**config.mk**
```make
export PLATFORM = sky130hd
export DESIGN_NAME = cla_serial_subtractor_flat
export DESIGN_NICKNAME = d
export VERILOG_FILES = /design/src/rtl/cla_pkg.sv /design/src/rtl/cla_serial_subtractor_if.sv /design/src/rtl/cla2_slice.sv /design/src/rtl/cla_serial_subtractor.sv /design/src/flat_wrapper.sv
export SDC_FILE = /design/constraint.sdc
export NUM_CORES = 1
export LEC_CHECK = 0
export CORE_MARGIN = 3
export CORE_UTILIZATION = 50
export CTS_CLUSTER_SIZE = 25
export DETAILED_ROUTE_END_ITERATION = 6
export PLACE_DENSITY = 0.77
export SETUP_SLACK_MARGIN = 0.15
export SLEW_MARGIN = 20
export SYNTH_ARGS = -nofsm -noshare
export SYNTH_HDL_FRONTEND = slang
export SYNTH_HIERARCHICAL = 1
export SYNTH_SLANG_ARGS = --single-unit
```
**constraint.sdc**
```tcl
create_clock -name clk -period 3.4 [get_ports clk]
set_clock_uncertainty 0.05 [all_clocks]
set_input_delay 0.68 -clock clk [delete_from_list [all_inputs] [get_ports clk]]
set_output_delay 0.68 -clock clk [all_outputs]
set_load 0.02 [all_outputs]
```
**src/rtl/cla_pkg.sv**
```systemverilog
// Shared types and helpers for the digit-serial CLA subtractor.
package cla_pkg;

  typedef enum logic [1:0] {
    S_IDLE = 2'd0,
    S_RUN  = 2'd1,
    S_DONE = 2'd2
  } state_t;

  localparam int SLICE_W = 2;

  // Returns {generate, propagate} for one bit position.
  function automatic logic [1:0] gen_prop(input logic x, input logic y);
    return {x & y, x ^ y};
  endfunction

endpackage

```
**src/rtl/cla_serial_subtractor_if.sv**
```systemverilog
// Operand/result bundle between the lab datapath and the serial subtractor.
interface cla_serial_subtractor_if #(
  parameter int WIDTH = 8
);
  // Handshake: start is sampled only while ready=1; that edge captures a and b.
  // done pulses for one cycle when diff/borrow/ovf/zero are valid; they then
  // hold until the next accepted start. start while busy or done is dropped.
  logic             start;
  logic [WIDTH-1:0] a;
  logic [WIDTH-1:0] b;
  logic             ready;
  logic             busy;
  logic             done;
  logic [WIDTH-1:0] diff;
  logic             borrow;
  logic             ovf;
  logic             zero;

  modport master (
    output start, a, b,
    input  ready, busy, done, diff, borrow, ovf, zero
  );

  modport slave (
    input  start, a, b,
    output ready, busy, done, diff, borrow, ovf, zero
  );
endinterface

```
**src/rtl/cla2_slice.sv**
```systemverilog
// Combinational 2-bit carry-lookahead slice shared across all digit positions.
module cla2_slice
  import cla_pkg::*;
(
  input  logic [1:0] x,
  input  logic [1:0] y,
  input  logic       cin,
  output logic [1:0] s,
  output logic       cout
);

  logic [1:0] gp0;
  logic [1:0] gp1;
  logic       c1;

  assign gp0  = gen_prop(x[0], y[0]);
  assign gp1  = gen_prop(x[1], y[1]);
  assign c1   = gp0[1] | (gp0[0] & cin);
  assign cout = gp1[1] | (gp1[0] & c1);
  assign s    = {gp1[0] ^ c1, gp0[0] ^ cin};

endmodule

```
**src/rtl/cla_serial_subtractor.sv**
```systemverilog
// Digit-serial subtractor D = A - B, two bits per clock via A + ~B + 1 through one CLA slice.
module cla_serial_subtractor
  import cla_pkg::*;
#(
  parameter int WIDTH = 8
) (
  input  logic                       clk,
  input  logic                       rst,
  cla_serial_subtractor_if.slave     bus,
  output state_t                     fsm_state
);

  localparam int NSLICE = WIDTH / 2;
  localparam int CNT_W  = $clog2(NSLICE) + 1;

  state_t           state;
  state_t           state_next;
  logic [CNT_W-1:0] count;
  logic [WIDTH-1:0] a_reg;
  logic [WIDTH-1:0] b_reg;
  logic             carry;
  logic [WIDTH-1:0] diff_reg;
  logic             borrow_reg;
  logic             ovf_reg;
  logic             zero_reg;

  logic [1:0]       slice_x;
  logic [1:0]       slice_y;
  logic [1:0]       slice_s;
  logic             slice_cout;
  logic [WIDTH-1:0] diff_new;
  logic             last_slice;

  assign last_slice = (count == CNT_W'(NSLICE - 1));

  always_ff @(posedge clk) begin
    if (rst) state <= S_IDLE;
    else     state <= state_next;
  end

  always_comb begin
    state_next = state;
    case (state)
      S_IDLE:  if (bus.start) state_next = S_RUN;
      S_RUN:   if (last_slice) state_next = S_DONE;
      S_DONE:  state_next = S_IDLE;
      default: state_next = S_IDLE;
    endcase
  end

  // Pick the operand digit addressed by count; the subtrahend is fed inverted.
  always_comb begin
    slice_x = '0;
    slice_y = '0;
    for (int i = 0; i < NSLICE; i++) begin
      if (count == CNT_W'(i)) begin
        slice_x = a_reg[i*SLICE_W +: SLICE_W];
        slice_y = ~b_reg[i*SLICE_W +: SLICE_W];
      end
    end
  end

  cla2_slice u_slice (
    .x    (slice_x),
    .y    (slice_y),
    .cin  (carry),
    .s    (slice_s),
    .cout (slice_cout)
  );

  always_comb begin
    diff_new = diff_reg;
    for (int i = 0; i < NSLICE; i++) begin
      if (count == CNT_W'(i)) diff_new[i*SLICE_W +: SLICE_W] = slice_s;
    end
  end

  always_ff @(posedge clk) begin
    if (rst) begin
      count      <= '0;
      a_reg      <= '0;
      b_reg      <= '0;
      carry      <= 1'b1;
      diff_reg   <= '0;
      borrow_reg <= 1'b0;
      ovf_reg    <= 1'b0;
      zero_reg   <= 1'b0;
    end else begin
      case (state)
        S_IDLE: begin
          if (bus.start) begin
            a_reg      <= bus.a;
            b_reg      <= bus.b;
            carry      <= 1'b1;
            count      <= '0;
            diff_reg   <= '0;
            borrow_reg <= 1'b0;
            ovf_reg    <= 1'b0;
            zero_reg   <= 1'b0;
          end
        end
        S_RUN: begin
          diff_reg <= diff_new;
          carry    <= slice_cout;
          count    <= count + CNT_W'(1);
          if (last_slice) begin
            // No carry out of A + ~B + 1 means A < B.
            borrow_reg <= ~slice_cout;
            ovf_reg    <= (a_reg[WIDTH-1] ^ b_reg[WIDTH-1]) &
                          (a_reg[WIDTH-1] ^ diff_new[WIDTH-1]);
            zero_reg   <= (diff_new == '0);
          end
        end
        default: ;
      endcase
    end
  end

  assign bus.ready  = (state == S_IDLE);
  assign bus.busy   = (state == S_RUN);
  assign bus.done   = (state == S_DONE);
  assign bus.diff   = diff_reg;
  assign bus.borrow = borrow_reg;
  assign bus.ovf    = ovf_reg;
  assign bus.zero   = zero_reg;
  assign fsm_state  = state;

endmodule
```
**src/flat_wrapper.sv**
```systemverilog
// flat-port wrapper written by rule: the top's interface ports become plain ports
module cla_serial_subtractor_flat import cla_pkg::*;
#(
  parameter int WIDTH = 8
)
  (clk, rst, fsm_state, bus_start, bus_a, bus_b, bus_ready, bus_busy, bus_done, bus_diff, bus_borrow, bus_ovf, bus_zero);
  cla_serial_subtractor_if #(.WIDTH(WIDTH)) bus_i ();
  input  logic clk;
  input  logic rst;
  output state_t fsm_state;
  input wire logic [$bits(bus_i.start)-1:0] bus_start;
  input wire logic [$bits(bus_i.a)-1:0] bus_a;
  input wire logic [$bits(bus_i.b)-1:0] bus_b;
  output wire logic [$bits(bus_i.ready)-1:0] bus_ready;
  output wire logic [$bits(bus_i.busy)-1:0] bus_busy;
  output wire logic [$bits(bus_i.done)-1:0] bus_done;
  output wire logic [$bits(bus_i.diff)-1:0] bus_diff;
  output wire logic [$bits(bus_i.borrow)-1:0] bus_borrow;
  output wire logic [$bits(bus_i.ovf)-1:0] bus_ovf;
  output wire logic [$bits(bus_i.zero)-1:0] bus_zero;
  assign bus_i.start = bus_start;
  assign bus_i.a = bus_a;
  assign bus_i.b = bus_b;
  assign bus_ready = bus_i.ready;
  assign bus_busy = bus_i.busy;
  assign bus_done = bus_i.done;
  assign bus_diff = bus_i.diff;
  assign bus_borrow = bus_i.borrow;
  assign bus_ovf = bus_i.ovf;
  assign bus_zero = bus_i.zero;
  cla_serial_subtractor #(.WIDTH(WIDTH)) u_core (.clk(clk), .rst(rst), .bus(bus_i), .fsm_state(fsm_state));
endmodule
```
==> metrics.csv <==
stage,metric,value,unit
outcome,status,finished clean,
cts,H-tree levels,2,
pwr,Comb power frac,0.256,
cts,post-CTS setup buffer count,0,
floorplanning,Die ar.,4090,um^2
place,DP HPWL,2780,um
final_layout,area delta synth->final,23.0,%
timing,post-layout min period,2.92,ns
cts,CTS root buf,clkbuf_4,
critical_path,worst endpoint required time,3.60,ns
floorplanning,row cnt,20,
yosys,synthesized flop and latch total,33,
critical_path,Reg2Reg Setup Slack,0.48,ns
drt,Total Routed Length,3760,um
drt,DRT iter0 DRCs,103,
cts,post_cts resized,0,
drt,WL/cell,13.7,um
floorplanning,core area,3130,um^2
pwr,Seq pwr share,0.511,
final_layout,most frequent cells in the layout,"nand2_1, clkdlybuf4s50_1, dfxtp_1",
pwr,PD cells,399,nW/um^2
drt,ANT nets after route,0,
final_layout,post-route cell area,2060,um^2
pwr,Pleak,0.764,nW
critical_path,Critical Path AT,3.12,ns
timing,Final Hold Fails,0,
floorplanning,Initial Utilization,0.536,
critical_path,CP Capture Type,register,
yosys,asr flop ratio synth,0,
yosys,Ys Warns,6,
final_layout,antenna cells,0,
yosys,ys flop type,dfxtp_1,
final_layout,Post-Route Utilization,0.660,
critical_path,Worst Path Max Fanout,8,
timing,crit share post-route,0.859,
place,Port Buf Inserts,34,
floorplanning,die height,63.9,um
global_routing,Overflow after GRT,0,
global_routing,vias in the first global route,1442,
floorplanning,Die W,63.9,um
critical_path,Worst Setup Start Kind,register,
pwr,Clk network pwr share,0.233,
floorplanning,io pins,35,
cts,Max Root-Sink Buffers,2,
final_layout,fin nets,258,
final_layout,share of layout cells above drive strength 1,0.0952,
place,pre-CTS setup slack,0.348,ns
cts,clk_lat worst skew,0.32,ns
yosys,Post-Syn Nets,229,
drt,vias per cell,5.40,
timing,Fin Setup TNS,0,ns
pwr,Sw Ratio,0.315,
pwr,P_int,564,uW
final_layout,Layout Cells excl Fill,275,
yosys,Synth Instances,203,
final_layout,"commonest non-fill, non-tap cell in the layout",nand2_1,
drt,via count,1485,
drt,First-pass DRT Iterations,4,
flow_run,Max Cap Violations,0,
critical_path,WS Path Type,reg -> reg,
cts,clk slew on worst S/H paths,0.10,ns
global_routing,largest net degree at the start of global routing,20,
cts,hold_buf cts,0,
worst_hold_path,HP Class,reg -> reg,
yosys,"Cell Area, Synth",1680,um^2
timing,RSZ-0062 raised after global routing,no,
cts,cts bufs inserted,5,
timing,Slew headroom,0.524,
timing,setup violators final,0,
place,GP Congestion,0.879,
place,dpl cell area,2010,um^2
timing,FMAX,342,MHz
pwr,maximum vdd drop,0.234,mV
global_routing,GRT Util Overall,0.201,
timing,Slew Limit Fails,0,
pwr,Power Total,823,uW
cts,CTS sink count,33,
yosys,"EDFF count, synth",0,
yosys,Mean Syn Cell Area,8.27,um^2
timing,WHS,0.413,ns
global_routing,first-pass GRT wire length,6400,um
final_layout,FILL cells,260,
place,DP Cell Count,269,
timing,Slew @ Worst Pin,0.713,ns
pwr,switching power,260,uW
global_routing,initial antenna violation count,0,
cts,CTS tree,done,
drt,DRC viols,0,
yosys,"Distinct cells, synth",38,
yosys,post-synthesis sequential area ratio,0.394,
timing,PnR worst setup slack,0.478,ns
==> cells by family after synthesis <==
family | share of synthesized area
compound gates | 0.234
fa+ha+maj | 0.0611
buf+inv | 0.0820
flops | 0.394
mux | 0.0239
simple gates | 0.205
==> power by group through the flow <==
stage / logic, mW / registers, mW / clock network (mW)
5_1_grt: 0.232 / 0.424 / 0.217
4_1_cts: 0.201 / 0.420 / 0.198
6_report: 0.211 / 0.420 / 0.192
2_1_floorplan: 0.141 / 0.431 / 0
3_5_place_dp: 0.200 / 0.429 / 0
3_3_place_gp: 0.196 / 0.428 / 0
==> cells in the mapped netlist, types with 3 or more instances <==
| cell type | instances | area share |
|---|---|---|
| mux2i_1 | 4 | 0.024 |
| ha_1 | 5 | 0.037 |
| nand2_1 | 42 | 0.094 |
| nor2_1 | 18 | 0.040 |
| inv_1 | 13 | 0.029 |
| nor3b_1 | 5 | 0.022 |
| a32oi_1 | 8 | 0.042 |
| clkbuf_1 | 5 | 0.011 |
| o21ai_0 | 6 | 0.018 |
| buf_4 | 3 | 0.013 |
| nor2b_1 | 4 | 0.015 |
| a21oi_1 | 26 | 0.078 |
| dfxtp_1 | 33 | 0.39 |
==> area by class of cell <==
type / count / area [um^2] / area share
repair buffers: 36 / 355 / 0.172
clock buffers: 5 / 37.5 / 0.0182
multi-input cells: 142 / 895 / 0.434
inverters: 14 / 55.1 / 0.0267
flip-flops and latches: 33 / 661 / 0.320
clock inverters: 1 / 5.00 / 0.00243
well taps: 44 / 55.1 / 0.0267
==> path summary, 6_finish.rpt <==
kind	startpoint	to	cells past startpoint
hold / removal	u_core/b_reg[3]	u_core/b_reg[3]	2
setup reg to reg	u_core/count[0]	u_core/bus.zero	13
hold reg to reg	u_core/b_reg[3]	u_core/b_reg[3]	2
setup / recovery	u_core/count[0]	u_core/bus.zero	13
==> layer usage <==
metal / share of wire / global-route usage
met2: 0.50 / 0.333
met1: 0.44 / 0.240
met3: 0.055 / 0.0721
met4: 0.0077 / 0.0701
met5: 0 / 0
==> critical path: stages, from the launching register on <==
cell	delay (ns)
dfxtp_1	0.34
inv_1	0.12
ha_2	0.24
nand2_1	0.06
o21ai_0	0.16
mux2i_1	0.09
o31ai_1	0.21
inv_1	0.09
fa_1	0.41
fa_1	0.50
inv_2	0.09
nor3b_2	0.23
o21ai_2	0.09
o31ai_2	0.17
No activity file was read; power rests on OpenSTA's default activity.
